===== src/rtl/instr_pkg.sv =====
// instr_pkg: widths, types and FSM states shared by the instruction RAM loader.
package instr_pkg;
  localparam int DATA_W = 16;
  localparam int ADDR_W = 7;
  localparam int DEPTH = 128;
  typedef logic [DATA_W-1:0] instr_t;
  typedef logic [ADDR_W-1:0] iaddr_t;
  typedef logic [ADDR_W:0] icnt_t;
  typedef enum logic [1:0] {IDLE, LOAD, DONE} loader_state_t;
  function automatic logic len_ok(icnt_t len);
    return len != '0 && len <= icnt_t'(DEPTH);
  endfunction
endpackage


===== src/rtl/instr_ram.sv =====
// instr_ram: 1-write/1-read synchronous RAM, registered read, read-before-write.
module instr_ram
  import instr_pkg::*;
(
  input  logic   clk,
  input  logic   rst_n,
  input  logic   we,
  input  iaddr_t wr_addr,
  input  instr_t wr_data,
  input  iaddr_t rd_addr,
  output instr_t rd_data
);
  instr_t mem [DEPTH];
  instr_t rd_data_d, rd_data_q;
  always_comb rd_data_d = mem[rd_addr];
  // Array has no reset so it maps onto block RAM; only the output register resets.
  always_ff @(posedge clk) begin
    if (we) mem[wr_addr] <= wr_data;
  end
  always_ff @(posedge clk or negedge rst_n) begin
    if (!rst_n) rd_data_q <= '0;
    else rd_data_q <= rd_data_d;
  end
  assign rd_data = rd_data_q;
endmodule


===== src/rtl/instr_mem_loader.sv =====
// instr_mem_loader: streams instruction words over valid/ready into instr_ram
// and exposes a one-clock registered read port for the fetch sequencer.
module instr_mem_loader
  import instr_pkg::*;
(
  input  logic              Clk,
  input  logic              ResetN,
  input  logic              Start,
  input  logic [ADDR_W:0]   Len,
  input  logic              Abort,
  input  logic              In_Valid,
  input  logic [DATA_W-1:0] In_Data,
  output logic              In_Ready,
  input  logic [ADDR_W-1:0] Rd_Addr,
  output logic [DATA_W-1:0] Rd_Data,
  output logic              Busy,
  output logic              Done,
  output logic              Err,
  output logic [ADDR_W:0]   Wr_Count
);
  loader_state_t state_q, state_d;
  iaddr_t addr_q, addr_d;
  icnt_t cnt_q, cnt_d, len_q, len_d;
  logic err_q, err_d, xfer;
  always_comb begin
    state_d = state_q;
    addr_d = addr_q;
    cnt_d = cnt_q;
    len_d = len_q;
    err_d = 1'b0;
    xfer = state_q == LOAD && In_Valid;
    case (state_q)
      IDLE: if (Start) begin
        if (len_ok(Len)) begin
          state_d = LOAD;
          len_d = Len;
          addr_d = '0;
          cnt_d = '0;
        end else err_d = 1'b1;
      end
      LOAD: begin
        addr_d = xfer ? addr_q + 1'b1 : addr_q;
        cnt_d = xfer ? cnt_q + 1'b1 : cnt_q;
        // Abort still keeps a word handshaken in the same cycle, but suppresses Done.
        state_d = Abort ? IDLE : (xfer && cnt_d == len_q) ? DONE : LOAD;
      end
      default: state_d = IDLE;
    endcase
  end
  always_ff @(posedge Clk or negedge ResetN) begin
    if (!ResetN) begin
      state_q <= IDLE;
      addr_q <= '0;
      cnt_q <= '0;
      len_q <= '0;
      err_q <= 1'b0;
    end else begin
      state_q <= state_d;
      addr_q <= addr_d;
      cnt_q <= cnt_d;
      len_q <= len_d;
      err_q <= err_d;
    end
  end
  assign In_Ready = state_q == LOAD;
  assign Busy = state_q == LOAD;
  assign Done = state_q == DONE;
  assign Err = err_q;
  assign Wr_Count = cnt_q;
  instr_ram u_ram (
    .clk     (Clk),
    .rst_n   (ResetN),
    .we      (xfer),
    .wr_addr (addr_q),
    .wr_data (In_Data),
    .rd_addr (Rd_Addr),
    .rd_data (Rd_Data)
  );
endmodule

===== config.mk =====
export PLATFORM = sky130hd
export DESIGN_NAME = instr_mem_loader
export DESIGN_NICKNAME = d
export VERILOG_FILES = /design/src/rtl/instr_pkg.sv /design/src/rtl/instr_ram.sv /design/src/rtl/instr_mem_loader.sv
export SDC_FILE = /design/constraint.sdc
export NUM_CORES = 2
export LEC_CHECK = 0
export BUFFER_PORTS_ARGS = -buffer_cell sky130_fd_sc_hd__buf_4
export CORE_MARGIN = 3
export CORE_UTILIZATION = 60
export CTS_BUF_LIST = sky130_fd_sc_hd__clkbuf_8
export DETAILED_ROUTE_END_ITERATION = 10
export GPL_ROUTABILITY_DRIVEN = 0
export GPL_TIMING_DRIVEN = 0
export PLACE_DENSITY = 0.83
export SLEW_MARGIN = 20
export SYNTH_ARGS = -nofsm -noshare
export SYNTH_HDL_FRONTEND = slang
export SYNTH_SLANG_ARGS = --single-unit

===== constraint.sdc =====
create_clock -name Clk -period 3.75 [get_ports Clk]
set_input_delay 0.1875 -clock Clk [delete_from_list [all_inputs] [get_ports Clk]]
set_output_delay 0.1875 -clock Clk [all_outputs]
set_load 0.005 [all_outputs]

Yosys cells after proc, flatten, opt, wreduce, memory -nomap -nowiden
Memory sizes are Yosys's and may differ from the RTL's. A register that Yosys moved wholly into a read port is not among the register bits. Index checks and enable logic that the tools add are counted.

Register bits after elaboration: 26. RAM bits: 2048. Input bits: 36. Output and inout bits: 28. Word-level logic and storage cells: 44. Memories: 1.

Memory list: u_ram.mem (words 128, width 16, rd ports 1, clocked after Yosys merged registers in 1, wr ports 1, line instr_ram.sv:13) `instr_t mem [DEPTH];`.

Add/subtract/negate cells: 2. $lt $le $gt $ge: 1. Equal/unequal tests: 6. Multiplexer cells: 18. Reduce and logical (&&, ||, !) cells: 11.

Operators with widths (number): $mux W8 (3); $mux W7 (3); $pmux W8 S2 (1); $pmux W7 S2 (1); $add A8 B1 Y8 const B (1); $eq A8 B8 Y1 (1); $le A8 B8 Y1 const B (1); $mux W2 (4); $reduce_bool A8 Y1 (1); $add A7 B1 Y7 const B (1); $reduce_and A3 Y1 (2); $mux W1 (5); $ne A2 B2 Y1 const B (2); $pmux W2 S2 (1); $reduce_and A4 Y1 (1); $logic_and A1 B1 Y1 (3); $eq A2 B1 Y1 const B (1); $eq A2 B2 Y1 const B (1); $logic_not A2 Y1 (1); $ne A2 B1 Y1 const B (1); $reduce_and A2 Y1 (1); $reduce_bool A2 Y1 (1); $logic_not A1 Y1 (1).

Depth between registers and ports, before layout
Word-level depth: 8. Mapped depth: 7. Mapped depth without buffers: 6.

Modules after synthesis
Synthesis repeated with hierarchy kept, for this count alone.

Cells, all modules: 3221. Area total of the unflattened synthesis: 80010.5 µm².

Modules (own cells, without submodules): instr_ram (instances 1, cells an instance 3086, area an instance 78602.9 µm², seq. area each 61899.4 µm²); instr_mem_loader (instances 1, cells an instance 135, area an instance 1407.6 µm², seq. area each 650.6 µm²).

Least setup slack after synthesis
Ideal clock, no wire load.

Path kind: flip-flop to flip-flop. Start: register state_q[1]. End: memory u_ram.mem[80][0] (netlist name), enable pin. Library setup time: 0.430 ns. Arrival time: 2.777 ns. Slack: 0.543 ns. Cell stages (with the launch flop): 6. Cell sequence: dfrtp_1 and3b_1 clkbuf_1 and2_1 nand2_1 nor4_1.

Word-level cells in the longest chain between the ends: 4.

RTL lines: start, declared (line instr_mem_loader.sv:21) `loader_state_t state_q, state_d;`; start signal, assigned (line instr_mem_loader.sv:58) `state_q <= state_d;`; $eq A2 B1 Y1 (line instr_mem_loader.sv:31) `xfer = state_q == LOAD && In_Valid;`; $logic_and A1 B1 Y1 (line instr_mem_loader.sv:31); $mux W1 (line instr_ram.sv:18) `if (we) mem[wr_addr] <= wr_data;`; $mux W1 (not written as such) (line instr_ram.sv:18); end, declared (line instr_ram.sv:13).

No other way between the ends.

Final worst setup path
Start: register addr_q[0]. End: memory u_ram.mem[127][8] (netlist name), enable pin.

RTL lines: start, declared (line instr_mem_loader.sv:22) `iaddr_t addr_q, addr_d;`; start signal, assigned (line instr_mem_loader.sv:59) `addr_q <= addr_d;`.

No word-level cell before the write port.

==> impl_metrics.toml <==
[detailed_routing]
dr.pass1.iters = 9
via_per_inst = 7.15
post-route-drc-count = 0
final_antenna_net_count = 0
drt_wl_total_microns = 220000
vias = 41245
drt_iter0_drc = 7579
routedWlPerCell_microns = 38.2

[cts]
tritoncts = "done"
post_cts_buffers = 0
cts_max_level = 5
numCtsBuffers = 329
clkLatencyLatePin_ps = 1060
clk_path_buf_depth = 4
path_clk_slew_ps = 70
clock-sinks = 2090
clock-root-buffer = "clkbuf_8"

[power_and_ir_drop]
swShare_pct = 23.4
p_comb_share_pct = 6.6
max-vdd-ir-drop_mv = 0.447
leakagePower_nw = 28.7
intPower_mw = 35.7
p_per_area_nw_per_um2 = 512
pwr-share-clk_pct = 37.9
p_sw_mw = 10.9
seqPwrFrac_pct = 55.5

[critical_path]
cp-startpoint = "addr_q[0]"
slowest_stage = "nand4_1"
cpPeakStageDelay_ps = 930
crit_chain = "clkbuf_1 -> nand4_1 -> clkbuf_2 -> nor2_2 -> buf_6"
startpoint_type = "flip-flop"
r2r_start = "addr_q[0]"
required_ps = 4460
endpoint_kind = "flip-flop"
crit_fanout = 10
worstPathArrival_ps = 4610
critPathKind = "flip-flop to flip-flop"

[layout]
syn2layout_area_growth_pct = 13.9
drive_above_1_share_pct = 36.9
instances_no_fill = 5765
layout.nets = 3822

[yosys]
synth_ff_type = "edfxtp_1"
synthCells = 3227
yosys-top-cells-area = "edfxtp_1 (77%), mux4_2 (19%), dfrtp_1 (1.3%)"
async_flop_share_pct = 2.01
synthesis.area_sq_um = 80000
yosysUniqueCellTypes = 39
synth_common_cells = "edfxtp_1 (2048), mux4_2 (672), nor2_1 (139), clkbuf_1 (94), buf_2 (51)"
synth_top_area_cell = "edfxtp_1"
synth_seq_cells = 2090
yosysSeqAreaShare_pct = 78.2
synth_top_area_share_pct = 76.9
yosysMostFrequentCell = "edfxtp_1"
ys.warnings.count = 0
synth.avg_cell_area_sq_um = 24.8
synth_edf_count = 2048
synth_fp_nets = 3265

[sta]
slew_viol_final = 0
clock_skew_ps = 102
fmax_mhz = 256
relSlewSlack_pct = 15.3
hold_viol = 0
rsz0062_at_grt = "true"
tightest_slew_ps = 1270
setup_slack_ps = -153
period_share_pct = 104
period_minus_slack_ps = 3900
finalSetupViolCount = 111
setup-tns-final_ps = -6900

[place]
pre_cts_ws_ps = -922
place.port_buffers = 57
place_hpwl_microns = 132000
dp.cells = 5149

[floorplanning]
coreArea_sq_um = 132000
io-pin-count = 64
row_count = 133
die_w_microns = 371
die_area_sq_um = 138000
die_y_microns = 371
initial_core_util_pct = 60.6

[grt]
grt_overflow = 0
grt_max_degree = 129
grt_pass1_vias = 41091
antenna_found_initial = 31
grt.total_usage_pct = 31.7
grt_pass1_wl_microns = 303000

[hold_path]
min-delay-start = "In_Valid"
min_path_type = "input port to flip-flop"

[outcome]
violations = "setup timing"
status = "finished, violations left"

[job]
max_cap_violations = 0
[logic make-up after synthesis]
group	count (synthesis)	share of synthesized area [%]
flops	2090	78.2
compound gates	25	0.189
simple gates	220	1.22
fa+ha+maj	2	0.0313
xor+xnor	12	0.131
buf+inv	176	0.924
mux	702	19.3
[critical path, delay by kind of cell (launching register included)]
| family | cells | cell delay (ps) |
|---|---|---|
| buffers and inverters | 3 | 1490 |
| DFF | 1 | 400 |
| and+or+nand+nor | 2 | 1650 |
[routing by layer]
layer / share of wire (%) / global-route usage (%)
met5: 0.12 / 0
met4: 6.1 / 15.3
met3: 15 / 11.3
met2: 47 / 48.4
met1: 32 / 41.3
[final cells by class]
cell class / count / area (sq um)
Antenna cell: 8 / 20.0
Clock buffer: 335 / 4610
Clock inverter: 214 / 1090
Inverter: 3 / 11.3
Tap cell: 1755 / 2200
Fill cell: 6989 / 40800
Timing Repair Buffer: 226 / 2650
Multi-Input combinational cell: 961 / 17200
Buffer: 173 / 762
Sequential cell: 2090 / 62600
[metrics by stage]
step | total power, mW | hold slack [ps] | utilization (%) | cell area, sq um
after floorplan | 27.8 | -108 | - | 80000
after global placement | 29.0 | 237 | 62.6 | 82600
after detailed placement | 29.2 | 247 | 64.0 | 84400
after CTS | 46.4 | 20.9 | 68.7 | 90700
after global routing | 47.7 | 88.0 | 69.0 | 91100
final | 46.7 | 121 | 69.0 | 91100
[what timing repair did]
action,4_1_cts,5_1_grt
setup endpoints to repair,99,478
cloned,0,0
hold buffers,50,0
resized for setup,5,34
endpoints found under the hold margin,1984,0
[power groups by stage]
stage	Clock [mW]	Combinational [mW]	Sequential, mW
after floorplan	0	1.43	26.3
after global placement	0	2.63	26.4
after detailed placement	0	2.80	26.4
after CTS	17.6	2.91	25.9
after global routing	18.7	3.14	25.9
final	17.7	3.09	25.9
[final timing paths]
| kind | to | slack (ps) | cells after the start |
|---|---|---|---|
| worst min-delay path | Wr_Count[4] | 120 | 4 |
| worst max register to register | u_ram.mem[127][8] | -150 | 5 |
| min in group asynchronous | addr_q[4] | 210 | 4 |
| worst min register to register | Wr_Count[7] | 550 | 1 |
| max in group asynchronous | u_ram.rd_data[4] | 3240 | 4 |
| worst max-delay path | u_ram.mem[127][8] | -150 | 5 |
[cells in the final DEF, fill, tap and decap left out, types with 9 or more instances in the layout]
cell type	n
buf_1	23
buf_16	11
buf_2	61
buf_4	46
buf_6	73
buf_8	45
clkbuf_1	72
clkbuf_2	17
clkbuf_8	336
clkinv_1	73
clkinv_2	34
dfrtp_1	42
dlygate4sd3_1	49
edfxtp_1	2048
inv_1	93
mux2_2	24
mux4_2	672
nand2_1	24
nand3_1	11
nor2_1	13
nor2_2	92
nor2_4	34
o21ai_0	9
[flip-flops by register name (all words and copies together) (netlist names)]
| register | count |
|---|---|
| u_ram.rd_data | 16 |
| state_q | 2 |
| len_q | 8 |
| Err | 1 |
| addr_q | 7 |
| Wr_Count | 8 |
| u_ram.mem | 2048 |
(Power assumes the default switching activity.)
